## src/rtl/if_id_queue_pkg.sv

```systemverilog
// Shared defines for the IF/ID fetch queue: bus widths, zero word, reset level
// and the per-cycle queue operation encoding.
package if_id_queue_pkg;

  localparam int          InstAddrBus = 32;
  localparam int          InstBus     = 32;
  localparam logic [31:0] ZeroWord    = 32'h0000_0000;
  localparam logic        RstEnable   = 1'b0;

  typedef enum logic [2:0] {
    OP_HOLD,
    OP_PUSH,
    OP_POP,
    OP_SWAP,
    OP_FLUSH
  } q_op_e;

  // flush dominates; otherwise the push/pop pair selects the pointer update
  function automatic q_op_e decode_op(input logic flush, input logic push, input logic pop);
    q_op_e op;
    if (flush) begin
      op = OP_FLUSH;
    end else begin
      unique case ({push, pop})
        2'b10:   op = OP_PUSH;
        2'b01:   op = OP_POP;
        2'b11:   op = OP_SWAP;
        default: op = OP_HOLD;
      endcase
    end
    return op;
  endfunction

endpackage

```

## src/rtl/if_id_queue_if.sv

```systemverilog
// Fetch-to-decode handshake bundle; master is the pipeline side that offers,
// consumes and flushes, slave is the queue itself.
interface if_id_queue_if
  import if_id_queue_pkg::*;
#(
  parameter int AW = InstAddrBus,
  parameter int IW = InstBus
);

  logic          flush;
  logic          if_valid;
  logic [AW-1:0] if_pc;
  logic [IW-1:0] if_inst;
  logic          if_ready;
  logic          id_valid;
  logic [AW-1:0] id_pc;
  logic [IW-1:0] id_inst;
  logic          id_ready;

  modport master (
    output flush, if_valid, if_pc, if_inst, id_ready,
    input  if_ready, id_valid, id_pc, id_inst
  );

  modport slave (
    input  flush, if_valid, if_pc, if_inst, id_ready,
    output if_ready, id_valid, id_pc, id_inst
  );

endinterface

```

## src/rtl/if_id_mem.sv

```systemverilog
// Fetch-buffer storage: one synchronous write port, one asynchronous read port.
// Contents are deliberately not reset; the control logic masks empty slots.
module if_id_mem #(
  parameter int DEPTH = 4,
  parameter int AW    = 32,
  parameter int IW    = 32,
  parameter int PW    = $clog2(DEPTH)
) (
  input  logic          clk,
  input  logic          we,
  input  logic [PW-1:0] waddr,
  input  logic [AW-1:0] wpc,
  input  logic [IW-1:0] winst,
  input  logic [PW-1:0] raddr,
  output logic [AW-1:0] rpc,
  output logic [IW-1:0] rinst
);

  logic [AW+IW-1:0] mem [DEPTH];

  always_ff @(posedge clk) begin
    if (we) begin
      mem[waddr] <= {wpc, winst};
    end
  end

  assign {rpc, rinst} = mem[raddr];

endmodule

```

## src/rtl/if_id_queue.sv

```systemverilog
// IF/ID fetch queue: DEPTH-entry FIFO between fetch and decode with registered
// ready/valid flags, flush redirect and zero-bubble output when empty.
module if_id_queue
  import if_id_queue_pkg::*;
#(
  parameter int DEPTH = 4,
  parameter int AW    = InstAddrBus,
  parameter int IW    = InstBus,
  parameter int CW    = $clog2(DEPTH) + 1
) (
  input  logic          clk,
  input  logic          rst,
  if_id_queue_if.slave  bus,
  output logic [CW-1:0] count
);

  localparam int            PW       = $clog2(DEPTH);
  localparam logic [CW-1:0] FullCnt  = CW'(DEPTH);
  localparam logic [AW-1:0] PcZero   = AW'(ZeroWord);
  localparam logic [IW-1:0] InstZero = IW'(ZeroWord);

  logic [PW-1:0] wr_ptr;
  logic [PW-1:0] rd_ptr;
  logic          if_ready_q;
  logic          id_valid_q;
  logic          push;
  logic          pop;
  q_op_e         op;
  logic [CW-1:0] count_nxt;
  logic [AW-1:0] head_pc;
  logic [IW-1:0] head_inst;

  always_comb begin
    push      = bus.if_valid && if_ready_q && !bus.flush;
    pop       = id_valid_q && bus.id_ready && !bus.flush;
    op        = decode_op(bus.flush, push, pop);
    count_nxt = count;
    unique case (op)
      OP_PUSH:  count_nxt = count + 1'b1;
      OP_POP:   count_nxt = count - 1'b1;
      OP_FLUSH: count_nxt = '0;
      default:  count_nxt = count;
    endcase
  end

  // Flags are registered from the next count so if_ready never sees id_ready
  // combinationally and a fresh entry only becomes visible a cycle later.
  always_ff @(posedge clk) begin
    if (rst == RstEnable) begin
      count      <= '0;
      wr_ptr     <= '0;
      rd_ptr     <= '0;
      if_ready_q <= 1'b1;
      id_valid_q <= 1'b0;
    end else begin
      count      <= count_nxt;
      if_ready_q <= (count_nxt != FullCnt);
      id_valid_q <= (count_nxt != '0);
      unique case (op)
        OP_FLUSH: begin
          wr_ptr <= '0;
          rd_ptr <= '0;
        end
        OP_PUSH: wr_ptr <= wr_ptr + 1'b1;
        OP_POP:  rd_ptr <= rd_ptr + 1'b1;
        OP_SWAP: begin
          wr_ptr <= wr_ptr + 1'b1;
          rd_ptr <= rd_ptr + 1'b1;
        end
        default: ;
      endcase
    end
  end

  if_id_mem #(
    .DEPTH (DEPTH),
    .AW    (AW),
    .IW    (IW),
    .PW    (PW)
  ) u_mem (
    .clk   (clk),
    .we    (push),
    .waddr (wr_ptr),
    .wpc   (bus.if_pc),
    .winst (bus.if_inst),
    .raddr (rd_ptr),
    .rpc   (head_pc),
    .rinst (head_inst)
  );

  assign bus.if_ready = if_ready_q;
  assign bus.id_valid = id_valid_q;
  assign bus.id_pc    = id_valid_q ? head_pc   : PcZero;
  assign bus.id_inst  = id_valid_q ? head_inst : InstZero;

endmodule

```

## src/flat_wrapper.sv

```systemverilog
// flat-port wrapper written by rule: the top's interface ports become plain ports
module if_id_queue_flat import if_id_queue_pkg::*;
#(
  parameter int DEPTH = 4,
  parameter int AW    = InstAddrBus,
  parameter int IW    = InstBus,
  parameter int CW    = $clog2(DEPTH) + 1
)
  (clk, rst, count, bus_flush, bus_if_valid, bus_if_pc, bus_if_inst, bus_id_ready, bus_if_ready, bus_id_valid, bus_id_pc, bus_id_inst);
  if_id_queue_if #(.AW(AW), .IW(IW)) bus_i ();
  input  logic clk;
  input  logic rst;
  output logic [CW-1:0] count;
  input wire logic [$bits(bus_i.flush)-1:0] bus_flush;
  input wire logic [$bits(bus_i.if_valid)-1:0] bus_if_valid;
  input wire logic [$bits(bus_i.if_pc)-1:0] bus_if_pc;
  input wire logic [$bits(bus_i.if_inst)-1:0] bus_if_inst;
  input wire logic [$bits(bus_i.id_ready)-1:0] bus_id_ready;
  output wire logic [$bits(bus_i.if_ready)-1:0] bus_if_ready;
  output wire logic [$bits(bus_i.id_valid)-1:0] bus_id_valid;
  output wire logic [$bits(bus_i.id_pc)-1:0] bus_id_pc;
  output wire logic [$bits(bus_i.id_inst)-1:0] bus_id_inst;
  assign bus_i.flush = bus_flush;
  assign bus_i.if_valid = bus_if_valid;
  assign bus_i.if_pc = bus_if_pc;
  assign bus_i.if_inst = bus_if_inst;
  assign bus_i.id_ready = bus_id_ready;
  assign bus_if_ready = bus_i.if_ready;
  assign bus_id_valid = bus_i.id_valid;
  assign bus_id_pc = bus_i.id_pc;
  assign bus_id_inst = bus_i.id_inst;
  if_id_queue #(.DEPTH(DEPTH), .AW(AW), .IW(IW), .CW(CW)) u_core (.clk(clk), .rst(rst), .bus(bus_i), .count(count));
endmodule
```

## config.mk

```make
export PLATFORM = sky130hd
export DESIGN_NAME = if_id_queue_flat
export DESIGN_NICKNAME = d
export VERILOG_FILES = /design/src/rtl/if_id_queue_pkg.sv /design/src/rtl/if_id_queue_if.sv /design/src/rtl/if_id_mem.sv /design/src/rtl/if_id_queue.sv /design/src/flat_wrapper.sv
export SDC_FILE = /design/constraint.sdc
export NUM_CORES = 1
export LEC_CHECK = 0
export CAP_MARGIN = 30
export CORE_MARGIN = 10
export CORE_UTILIZATION = 55
export CTS_CLUSTER_SIZE = 28
export DETAILED_ROUTE_END_ITERATION = 16
export PLACE_DENSITY = 0.9
export SETUP_SLACK_MARGIN = 0.02
export SYNTH_ARGS = -nofsm -noshare
export SYNTH_HDL_FRONTEND = slang
export SYNTH_HIERARCHICAL = 1
export SYNTH_SLANG_ARGS = --single-unit
```

## constraint.sdc

```tcl
create_clock -name clk -period 7.73 [get_ports clk]
set_input_delay 1.1595 -clock clk [delete_from_list [all_inputs] [get_ports clk]]
set_output_delay 1.1595 -clock clk [all_outputs]
set_load 0.1 [all_outputs]
```

After elaboration in Yosys (flattened, before gate mapping)
Memory sizes are Yosys's and may differ from the RTL's. A register that Yosys moved wholly into a read port is not among the register bits.
Index checks and enable logic that the tools add are counted.
{"block": "word_totals", "regBits": 9, "ramBits": 256, "out_inout_bits": 69, "elab_cells": 39, "n_memories": 1}
{"name": "u_core.u_mem.mem", "words": 4, "width": 64, "rd": 1, "rd_clocked_by_memory_dff": 1, "write_ports": 1, "line_no": "if_id_mem.sv:19", "rtl": "logic [AW+IW-1:0] mem [DEPTH];"}
{"block": "op_classes", "n_addsub": 4, "n_eq_ne": 8, "n_mux": 11, "n_reduce_logical": 10}
{"operator": "$mux 32", "count": 2}
{"operator": "$pmux 3 s3", "count": 1}
{"operator": "$pmux 2 s2", "count": 2}
{"operator": "$eq 3x2->1 const B", "count": 2}
{"operator": "$pmux 2 s3", "count": 1}
{"operator": "$add 2x1->2 const B", "count": 2}
{"operator": "$eq 2x2->1 const B", "count": 2}
{"operator": "$logic_and 1x1->1", "count": 4}
{"operator": "$mux 2", "count": 2}
{"operator": "$reduce_bool 2->1", "count": 2}
{"operator": "$reduce_or 2->1", "count": 2}
{"operator": "$add 3x1->3 const B", "count": 1}
{"operator": "$eq 3x1->1 const B", "count": 1}
{"operator": "$eq 3x3->1 const B", "count": 1}
{"operator": "$mux 3", "count": 1}
{"operator": "$ne 3x3->1 const B", "count": 1}
{"operator": "$reduce_bool 3->1", "count": 1}
{"operator": "$sub 3x1->3 const B", "count": 1}
{"operator": "$eq 2x1->1 const B", "count": 1}
{"operator": "$mux 1", "count": 2}
{"operator": "$logic_not 1->1", "count": 1}

Longest topological paths before layout
Gate-level depths: netlist of the first run.
{"block": "depth", "depth_word": 10, "ltp_mapped": 8, "depth_no_buf": 7}

Hierarchy
The synthesis of the first run kept the hierarchy.
{"mod": "if_id_mem", "n_inst": 1, "cells_per_inst": 338, "area_each_um2": 9341.5, "seq_area_each_um2": 7687.4}
{"mod": "if_id_queue", "n_inst": 1, "cells_per_inst": 117, "area_each_um2": 872.1, "seq_area_each_um2": 180.2}

Worst setup path after synthesis of the first run
No wires, ideal clock.
{"block": "synth_path", "kind": "input to register", "start": "input port bus_if_valid", "end": "memory u_core/u_mem/mem[0][0] (netlist bit) (enable)", "setup_ns": 0.578, "arrival_time_ns": 6.312, "slack_ns": 0.840, "stages": 4, "n_path_buf": 1, "cell_sequence": "and2_1 > buf_6 > nor2b_1 > nor3b_1"}
{"block": "synth_between", "elab_chain_cells": 4}
{"element": "start, declared", "line_no": "flat_wrapper.sv:15", "rtl": "input wire logic [$bits(bus_i.if_valid)-1:0] bus_if_valid;"}
{"element": "$logic_and 1x1->1 (2 in a row)", "line_no": "if_id_queue.sv:34", "rtl": "push = bus.if_valid && if_ready_q && !bus.flush;"}
{"element": "via u_core.push", "line_no": "if_id_queue.sv:26", "rtl": "logic push;"}
{"element": "$mux 1", "line_no": "if_id_mem.sv:22", "rtl": "if (we) begin"}
{"element": "$mux 1 (not written as such)", "line_no": "if_id_mem.sv:23", "rtl": "mem[waddr] <= {wpc, winst};"}
{"element": "end, declared", "line_no": "if_id_mem.sv:19"}
The timed path passes the listed nets, and every way through them passes these cells.

==> impl_results.md, run 1 <==
- Wirelength, routed: 19.53 mm
- Worst setup path start: u_core/rd_ptr[0]$_SDFFE_PN0P_
- Tcrit/Tclk final: 64.06%
- CTS Buffer Depth: 3
- Post-Syn Area: 0.01021 mm²
- Final setup vio count: 0
- Leakage dissipation: 4.001 nW
- Buffers on Ports: 137
- 1st-iter DRT viols: 318
- CTS clk-pin slew, worst paths: 0.06 ns
- Critical path cell sequence: buf_4 -> mux4_1 -> and2_1 -> clkdlybuf4s50_1
- Critical path data arrival time: 3.79 ns
- DIE HEIGHT: 156.3 µm
- Outcome: completed
- Comb pwr share: 8.2%
- Synthesized area per cell: 22.45 µm²
- Post-synthesis cell type count: 29
- Post-DP HPWL: 12.24 mm
- Starting Density: 56.47%
- Crit Path Class: reg2out
- Int Power: 0.002422 W
- HP Class: reg2reg
- Net Sw Power: 0.0006705 W
- Vias per cell: 5.637
- Synth Instances: 455
- Worst reg2reg path startpoint: u_core/bus.id_valid$_SDFF_PN0_
- Syn-to-layout area delta: 24.27%
- Clock latency on the worst-skew pair: 0.53 ns
- Crit path max fanout: 34
- Worst Hold Depth: 2
- CTS Hold Bufs: 0
- Sink Count: 265
- RSZ-0062 raised after global routing: no
- Pre-Repair DR Iteration Count: 4
- Cell Pwr Density: 243.6 mW/mm²
- Syn nets: 525
- Sequential share of power: 52.1%
- Ratio of cells with drive above 1 in the final layout: 17.89%
- Max VDD drop: 0.2098 mV
- Antenna violations before repair: 1
- Final ANT Viol Nets: 0
- Final Max Slew Viols: 0
- Total CTS buffers: 27
- CTS H-tree depth: 1
- Slowest stage delay, CP: 0.98 ns
- Sequential share of the synthesized area: 77.03%
- DR WL/cell: 22.84 µm
- Post-route minimum period: 4.952 ns
- Gr ovfl total: 0
- Worst-margin pin slew: 1.028 ns
- FF+latch count, synth: 265
- Fin nets: 676
- Endpoints failing hold: 0
- Nature of the critical path startpoint: flop
- Largest net degree at the start of global routing: 66
- Fillers: 1070
- Number of global-route vias before repair: 5255
- CP endpoint kind: output pin
- DRC viols: 0
- Hold WS: 0.6077 ns
- Final cell count without fillers: 855
- Setup tns final: 0 ns
- FP Rows: 49
- Yosys warns: 6
- Vias: 4820
- Die width: 156.3 µm
- Tot GR Track Use: 16.08%
- Total Die Area: 0.02442 mm²
- Clock power frac: 39.7%
- Required @ worst endpoint: 6.57 ns
- Setup Buffers After CTS: 0
- Min-delay src: u_core/count[0]$_SDFF_PN0_
- Commonest non-fill, non-tap cells in the layout: edfxtp_1, clkdlybuf4s50_1, and2_1
- Most common cell after layout, fill and taps aside: edfxtp_1
- Slowest CP cell: clkdlybuf4s50_1
- Max-cap viol count: 0
- # diodes: 0
- Sw Share: 21.68%
- CTS root buffer: clkbuf_16
- Routability Congestion: 0.7163
- Core ar.: 0.01809 mm²
- FF-to-FF path depth: 7
- Clock tree from TritonCTS: done
- Slew margin rel.: 31.26%
- I/O pin total: 138
- Fmax: 201.9 MHz
- First-pass GRT wire length: 30.51 mm
- Placed Cells: 806
- Cts repair resizes: 0
- Worst Clk Skew: 0.02248 ns
- Tot Pwr: 0.003092 W
-- state kept, by name, summed over array words and instances (netlist names) --
signal and cells:
u_core/rd_ptr 2, u_core/count 3, u_core/u_mem/mem 256, u_core/bus.id_valid 1, u_core/bus.if_ready 1, u_core/wr_ptr 2
-- cell families (layout without fill, tap and decap cells) --
logic type	count (synthesis)	in the layout	share of synthesized area, %
AO/OA/AOI/OAI	4	4	0.4410
XOR/XNOR	5	5	0.4288
multiplexers	66	66	14.47
buffers and inverters	23	194	2.034
AND/OR/NAND/NOR	91	91	5.403
adder cells (fa/ha/maj)	1	1	0.1960
flip-flops	265	265	77.03
-- synthesized netlist by cell type --
| library cell | count | area [µm²] |
|---|---|---|
| clkbuf_2 | 1 | 5.000 |
| xor2_1 | 3 | 26.28 |
| buf_6 | 2 | 22.52 |
| xnor2_1 | 2 | 17.52 |
| a21o_1 | 1 | 7.510 |
| nand4b_1 | 1 | 8.760 |
| mux4_1 | 4 | 105.1 |
| nor3_1 | 2 | 10.01 |
| nand2b_1 | 1 | 6.260 |
| o21ai_0 | 1 | 5.000 |
| nor3b_1 | 1 | 7.510 |
| nand3_1 | 1 | 5.000 |
| buf_12 | 6 | 120.1 |
| mux4_2 | 60 | 1351 |
| dfxtp_1 | 9 | 180.2 |
| nor2b_1 | 3 | 18.77 |
| fa_1 | 1 | 20.02 |
| mux2i_1 | 1 | 10.01 |
| buf_2 | 6 | 30.03 |
| clkbuf_1 | 8 | 30.03 |
| and3b_1 | 2 | 17.52 |
| and2_1 | 67 | 419.2 |
| edfxtp_1 | 256 | 7687 |
| nor2_1 | 7 | 26.28 |
| mux2_2 | 1 | 11.26 |
| or4_4 | 1 | 11.26 |
| a41oi_2 | 2 | 32.53 |
| nand2_1 | 4 | 15.01 |
| and3_1 | 1 | 6.260 |
-- power by group through the flow --
stage / logic (W) / clock network, W / registers, W
6_report: 0.000253 / 0.00123 / 0.00161
5_1_grt: 0.000265 / 0.00132 / 0.00161
4_1_cts: 0.000256 / 0.00125 / 0.00161
3_5_place_dp: 0.000256 / 0 / 0.00164
3_3_place_gp: 0.000242 / 0 / 0.00164
2_1_floorplan: 0.000158 / 0 / 0.00165
-- per-stage QoR --
| step | cell area [µm²] | util, % | setup slack, ns |
|---|---|---|---|
| after floorplan | 10210 | - | 0.8401 |
| after global placement | 11710 | 64.72 | 3.276 |
| after detailed placement | 11850 | 65.51 | 3.238 |
| after CTS | 12690 | 70.18 | 2.658 |
| after global routing | 12690 | 70.18 | 2.541 |
| final | 12690 | 70.18 | 2.778 |
-- path summary, 6_finish.rpt --
kind,end,slack [ns]
max,bus_id_pc[31],2.78
min,u_core/count[0]$_SDFF_PN0_,0.61
max reg2reg,u_core/bus.id_valid$_SDFF_PN0_,5.22
min reg2reg,u_core/count[0]$_SDFF_PN0_,0.61
-- worst max-delay path, delay by kind of cell (launching register included) --
kind                   cells  cell delay [ns]
DFF                        1             0.77
and+or+nand+nor            1             0.18
muxes                      1             0.65
buffers and inverters      2             1.61
-- layout make-up --
| type | instances | area (µm²) | share of cell area (%) |
|---|---|---|---|
| multi-input cells | 167 | 2156 | 16.99 |
| flip-flops and latches | 265 | 7876 | 62.06 |
| well taps | 229 | 286.5 | 2.257 |
| clock buffers | 30 | 686.9 | 5.412 |
| repair buffers | 145 | 1529 | 12.05 |
| clock inverters | 19 | 157.7 | 1.242 |
-- layer usage --
| metal | vias to the layer above | global-route usage, % | part of all wire (%) |
|---|---|---|---|
| met2 | 178 | 27.71 | 53 |
| met3 | 29 | 4.934 | 7.5 |
| met1 | 2459 | 19.47 | 38 |
| li1 | 2154 | - | - |
| met4 | 0 | 4.000 | 1.8 |
| met5 | - | 0 | 0 |
Power figures use the tool's default switching activity.
==> run 2, diff against run 1 <==
- CORE_UTILIZATION: 55 -> 49
- PLACE_DENSITY: 0.9 -> 0.85
- clock period: 7.73 -> 4.1 ns (I/O delays scaled with it)
==> impl_results.md, run 2 (synthesis gave the netlist of run 1 again) <==
- Outcome: completed
- Top reg by flops: u_core/u_mem/mem
- Sequential share of power: 53.7% (+1.6 points)
- Crit Path Class: reg2out
- Tcrit/Tclk final: 79.71%
- Tot GR Track Use: 14.36% (-1.7 points)
- DRC viols: 0 (unchanged)
- CTS clk-pin slew, worst paths: 0.06 ns (about the same)
- Fin nets: 676 (unchanged)
- I/O pin total: 138 (unchanged)
- Final ANT Viol Nets: 0 (unchanged)
- Largest net degree at the start of global routing: 67 (+1.5%)
- RSZ-0062 raised after global routing: no
- Largest registers: u_core/u_mem/mem (256), u_core/count (3)
- Total Die Area: 0.02702 mm² (+11%)
- Syn-to-layout area delta: 22.09%
- Worst setup path start: u_core/rd_ptr[0]$_SDFFE_PN0P_
- M3 GR Usage: 3.186% (-1.7 points)
- Die width: 164.4 µm (+5.2%)
- Pre-CTS setup slack: 1.035 ns (-2.203 ns)
- Post-route minimum period: 3.268 ns
- Comb pwr share: 8.4% (+0.2 points)
- Post-DP HPWL: 12.09 mm (-1.2%)
- Final setup vio count: 0 (unchanged)
- Max-cap viol count: 0 (unchanged)
- Endpoints failing hold: 0 (unchanged)
- 1st-iter DRT viols: 301 (-5.3%)
- Final worst slack: 0.8318 ns (-1.946 ns)
- CTS root buffer: clkbuf_16
- First-pass GRT wire length: 30.36 mm (-0.49%)
- Critical path data arrival time: 2.65 ns (-1.14 ns)
- Antenna violations before repair: 0 (-1)
- Fmax: 306.0 MHz
- Worst reg2reg path startpoint: u_core/bus.id_valid$_SDFF_PN0_
- Critical path's top delay family: flip-flops
- Met1 Use GR: 19.53% (+0.064 points)
- Pre-Repair DR Iteration Count: 4 (unchanged)
- Routability Congestion: 0.7414 (+3.5%)
- DR WL/cell: 21.90 µm (-4.1%)
- Worst Clk Skew: 0.007022 ns (-0.01545 ns)
- Vias: 4834 (+0.29%)
- Buf+Inv Stages, Crit Path: 2 (unchanged)
- Wirelength, routed: 19.53 mm (about the same)
- Grt peak-use layer: met2
- Vias per cell: 5.419 (-3.9%)
- Int Power: 0.004419 W (+82%)
- Min-delay src: u_core/count[0]$_SDFF_PN0_
- Nature of the critical path startpoint: flop
- Cell Pwr Density: 452.7 mW/mm² (+86%)
- Total CTS buffers: 26 (-3.7%)
- Sink Count: 265 (unchanged)
- FP Rows: 52 (+6.1%)
- Max VDD drop: 0.3686 mV (+76%)
- Leakage dissipation: 4.077 nW (+1.9%)
- Crit path max fanout: 42 (+24%)
- Buffers on Ports: 137 (unchanged)
- Number of global-route vias before repair: 5255 (unchanged)
- Net Sw Power: 0.001226 W (+83%)
- Critical path cell sequence: buf_12 -> mux4_1 -> and2_1 -> buf_4
- Slowest CP cell: dfxtp_4
- Required @ worst endpoint: 3.48 ns (-3.09 ns)
- Tot Pwr: 0.005645 W (+83%)
- Worst-margin pin slew: 0.9869 ns (-0.04092 ns)
- Setup tns final: 0 ns (unchanged)
- CTS H-tree depth: 1 (unchanged)
- CTS Hold Bufs: 0 (unchanged)
- Sw Share: 21.72% (+0.039 points)
- Setup Buffers After CTS: 0 (unchanged)
- Most common cell after layout, fill and taps aside: edfxtp_1
- Commonest non-fill, non-tap cells in the layout: edfxtp_1, clkdlybuf4s50_1, buf_4
- DIE HEIGHT: 164.4 µm (+5.2%)
- Ratio of cells with drive above 1 in the final layout: 28.14% (+10 points)
- Clock tree from TritonCTS: done
- Clock power frac: 37.9% (-1.8 points)
- Max reg flops: 256 (unchanged)
- Slowest stage delay, CP: 0.68 ns (-0.30 ns)
- Core ar.: 0.02036 mm² (+13%)
- Gr ovfl total: 0 (unchanged)
- Grt met2 use: 23.11% (-4.6 points)
- Cts repair resizes: 0 (unchanged)
- Starting Density: 50.15% (-6.3 points)
- Final Max Slew Viols: 0 (unchanged)
- Clock latency on the worst-skew pair: 0.51 ns (-0.02 ns)
- CTS Buffer Depth: 3 (unchanged)
- # diodes: 0 (unchanged)
- HP Class: reg2reg
- Slew margin rel.: 34.21% (+2.9 points)
- CP endpoint kind: output pin
run 2: cell count changes in the layout (fill, tap and decap cells not counted), sizes merged:
cell	before	now
clkbuf	30	32
clkdlybuf4s50	137	73
clkinv	15	11
inv	1	0
bufinv	3	1
buf	8	73
run 2: path summary, 6_finish.rpt:
path,depth (start not counted),end,slack (ns)
worst max register to register,7,u_core/bus.if_ready$_SDFF_PN1_,1.64
worst min register to register,2,u_core/count[0]$_SDFF_PN0_,0.60
worst max-delay path,4,bus_id_pc[31],0.83
worst min-delay path,2,u_core/count[0]$_SDFF_PN0_,0.60
run 2: layout make-up:
type	count	area (µm²)
fill	1403	7895
sequential	265	7876
multi-input combinational	167	2162
timing repair buffer	146	1324
clock buffer	32	694.4
tap	270	337.8
clock inverter	12	75.07
run 2: tightest hold or removal path, cell delays in order (launching register included):
cell and delay, ns:
dfxtp_1 0.37, nor2_1 0.13, nor3_1 0.05
run 2: metal layers:
metal | part of all wire (%) | wire length (µm) | up-vias
met3 | 6.3 | 1238 | 33
met5 | 0 | 0 | -
li1 | - | - | 2151
met1 | 43 | 8473 | 2498
met2 | 48 | 9424 | 152
met4 | 2.0 | 394 | 0
run 2: power by group through the flow:
stage,Combinational [W],Sequential (W),Clock [W]
6_report,0.000473,0.00303,0.00214
5_1_grt,0.000496,0.00304,0.00229
4_1_cts,0.000479,0.00303,0.00218
3_5_place_dp,0.000477,0.00309,0
3_3_place_gp,0.000469,0.00309,0
2_1_floorplan,0.000299,0.00310,0
run 2: through the flow:
step                      instance area [µm²]  hold slack [ns]  utilization [%]  cells
after global placement                  11670           0.5486            57.32    847
after floorplan                         10220           0.4782                -    455
after CTS                               12440           0.5985            61.10    891
final                                   12470           0.6026            61.23    892
after detailed placement                11670           0.5892            57.32    847
after global routing                    12470           0.6146            61.23    892
==> run 3, diff against run 2 <==
- CORE_UTILIZATION: 49 -> 55
- PLACE_DENSITY: 0.85 -> 0.9
- clock period: 4.1 -> 3.3 ns (I/O delays scaled with it)
==> impl_results.md, run 3 (synthesis gave the netlist of run 1 again) <==
- # diodes: 0 (unchanged)
- Crit path max fanout: 25 (-40%)
- Clock tree from TritonCTS: done
- HP Class: reg2reg
- Worst-margin pin slew: 0.5997 ns (-0.3872 ns)
- Worst Hold End: u_core/count[0]$_SDFF_PN0_
- Starting Density: 56.47% (+6.3 points)
- Max reg flops: 256 (unchanged)
- Max-cap viol count: 0 (unchanged)
- Worst Hold Depth: 2 (unchanged)
- Final setup vio count: 0 (unchanged)
- Largest net degree at the start of global routing: 67 (unchanged)
- Cell Pwr Density: 570.6 mW/mm² (+26%)
- Post-DP Area: 0.01170 mm² (+0.24%)
- Most common cell after layout, fill and taps aside: edfxtp_1
- Core ar.: 0.01809 mm² (-11%)
- FP Rows: 49 (-5.8%)
- Vias per cell: 5.755 (+6.2%)
- CTS Hold Bufs: 0 (unchanged)
- Wirelength, routed: 20.18 mm (+3.3%)
- Syn-to-layout area delta: 22.48%
- CTS Buffer Depth: 3 (unchanged)
- Setup tns final: 0 ns (unchanged)
- CTS H-tree depth: 1 (unchanged)
- Total CTS buffers: 27 (+3.8%)
- Die width: 156.3 µm (-4.9%)
- Post-route minimum period: 3.066 ns
- RSZ-0062 raised after global routing: no
- Leakage dissipation: 4.124 nW (+1.1%)
- Fmax: 326.2 MHz
- Min-delay src: u_core/count[0]$_SDFF_PN0_
- Tcrit/Tclk final: 92.91%
- Top reg by flops: u_core/u_mem/mem
- Nature of the critical path startpoint: flop
- Reg2reg end: u_core/bus.id_valid$_SDFF_PN0_
- Reg-to-reg slack, setup: 1.03 ns (-0.61 ns)
- Outcome: completed
- Sink Count: 265 (unchanged)
- Routability Congestion: 0.7756 (+4.6%)
- Final Max Slew Viols: 0 (unchanged)
- Final ANT Viol Nets: 0 (unchanged)
- Final cell count without fillers: 857 (-3.9%)
- CP endpoint kind: output pin
- Required @ worst endpoint: 2.80 ns (-0.68 ns)
- DRC viols: 0 (unchanged)
- Worst reg2reg path startpoint: u_core/bus.if_ready$_SDFF_PN1_
- Slew margin rel.: 60.02% (+26 points)
- Fin nets: 681 (+0.74%)
- DIE HEIGHT: 156.3 µm (-4.9%)
- Hold WS: 0.5773 ns (-0.02528 ns)
- 1st-iter DRT viols: 336 (+12%)
- Endpoints failing hold: 0 (unchanged)
- Post-DP HPWL: 12.84 mm (+6.2%)
- CTS root buffer: clkbuf_16
- Worst Clk Skew: 0.007374 ns (+0.0003522 ns)
- Worst setup path start: u_core/rd_ptr[0]$_SDFFE_PN0P_
- Commonest non-fill, non-tap cells in the layout: edfxtp_1, buf_4, clkdlybuf4s50_1
- Placed Cells: 811 (-4.3%)
- Buffers on Ports: 137 (unchanged)
- Ratio of cells with drive above 1 in the final layout: 29.62% (+1.5 points)
- FF-to-FF path depth: 6 (-1)
- CTS clk-pin slew, worst paths: 0.06 ns (about the same)
- Cts repair resizes: 0 (unchanged)
- Setup Buffers After CTS: 0 (unchanged)
- Crit Path Class: reg2out
- Gr ovfl total: 0 (unchanged)
- Number of global-route vias before repair: 5449 (+3.7%)
- Critical path data arrival time: 2.57 ns (-0.08 ns)
- Vias: 4932 (+2.0%)
- Largest registers: u_core/u_mem/mem (256), u_core/count (3)
- Tot GR Track Use: 16.69% (+2.3 points)
- Max VDD drop: 0.5031 mV (+37%)
- Pre-Repair DR Iteration Count: 4 (unchanged)
- DR WL/cell: 23.55 µm (+7.6%)
- Antenna violations before repair: 1 (+1)
- Clock latency on the worst-skew pair: 0.51 ns (about the same)
- I/O pin total: 138 (unchanged)
- First-pass GRT wire length: 31.80 mm (+4.7%)
- Cell area after layout: 0.01251 mm² (+0.32%)
- Total Die Area: 0.02442 mm² (-9.6%)
## run 3: cell types whose count changed in the layout (fill, tap and decap cells not counted), moves of 2 or more
| cell | delta |
|---|---|
| buf_4 | +6 |
| buf_12 | +4 |
| clkdlybuf4s50_1 | -5 |
| clkinv_2 | -2 |
## run 3: how the worst max path moves through the flow
stage	to	slack, ns	depth (start not counted)
5_1_grt	bus_id_inst[2]	0.10	4
2_1_floorplan	u_core/u_mem/mem[0][0]$_DFFE_PP_	0.16	4
6_report	bus_id_inst[2]	0.23	4
4_1_cts	bus_id_inst[2]	0.18	4
3_3_place_gp	u_core/bus.id_valid$_SDFF_PN0_	0.52	7
3_5_place_dp	u_core/bus.id_valid$_SDFF_PN0_	0.37	7
## run 3: cell type report
class	count	area [µm²]
Clock inverter	14	115.1
Fill cell	1081	5577
Tap cell	229	286.5
Timing Repair Buffer	150	1371
Multi-Input combinational cell	167	2162
Sequential cell	265	7880
Clock buffer	32	694.4
## run 3: worst max-delay path: stages, from the launching register on
cell and delay [ns]:
dfxtp_4 0.67, buf_4 0.35, mux4_1 0.61, and2_1 0.20
buf_4 0.23
## run 3: routing by layer
layer | routed length, µm | track usage (%) | up-vias
li1 | - | - | 2168
met1 | 8100 | 22.08 | 2533
met2 | 10130 | 27.32 | 200
met3 | 1622 | 4.550 | 29
met4 | 322 | 3.775 | 2
met5 | 13 | 0 | -
## run 3: where the power goes
group	leakage [nW]	switching [W]	internal [W]	total, W
Sequential	2.40	0.0000206	0.00375	0.00377
Clock	0.390	0.00114	0.00164	0.00278
Combinational	1.33	0.000397	0.000192	0.000589
## run 3: through the flow
stage	utilization (%)	power [W]	worst slack, ns
after floorplan	-	0.004220	0.1631
after global placement	64.69	0.004413	0.5226
after detailed placement	64.69	0.004432	0.3695
after CTS	69.17	0.007194	0.1804
after global routing	69.17	0.007370	0.1016
final	69.17	0.007138	0.2341
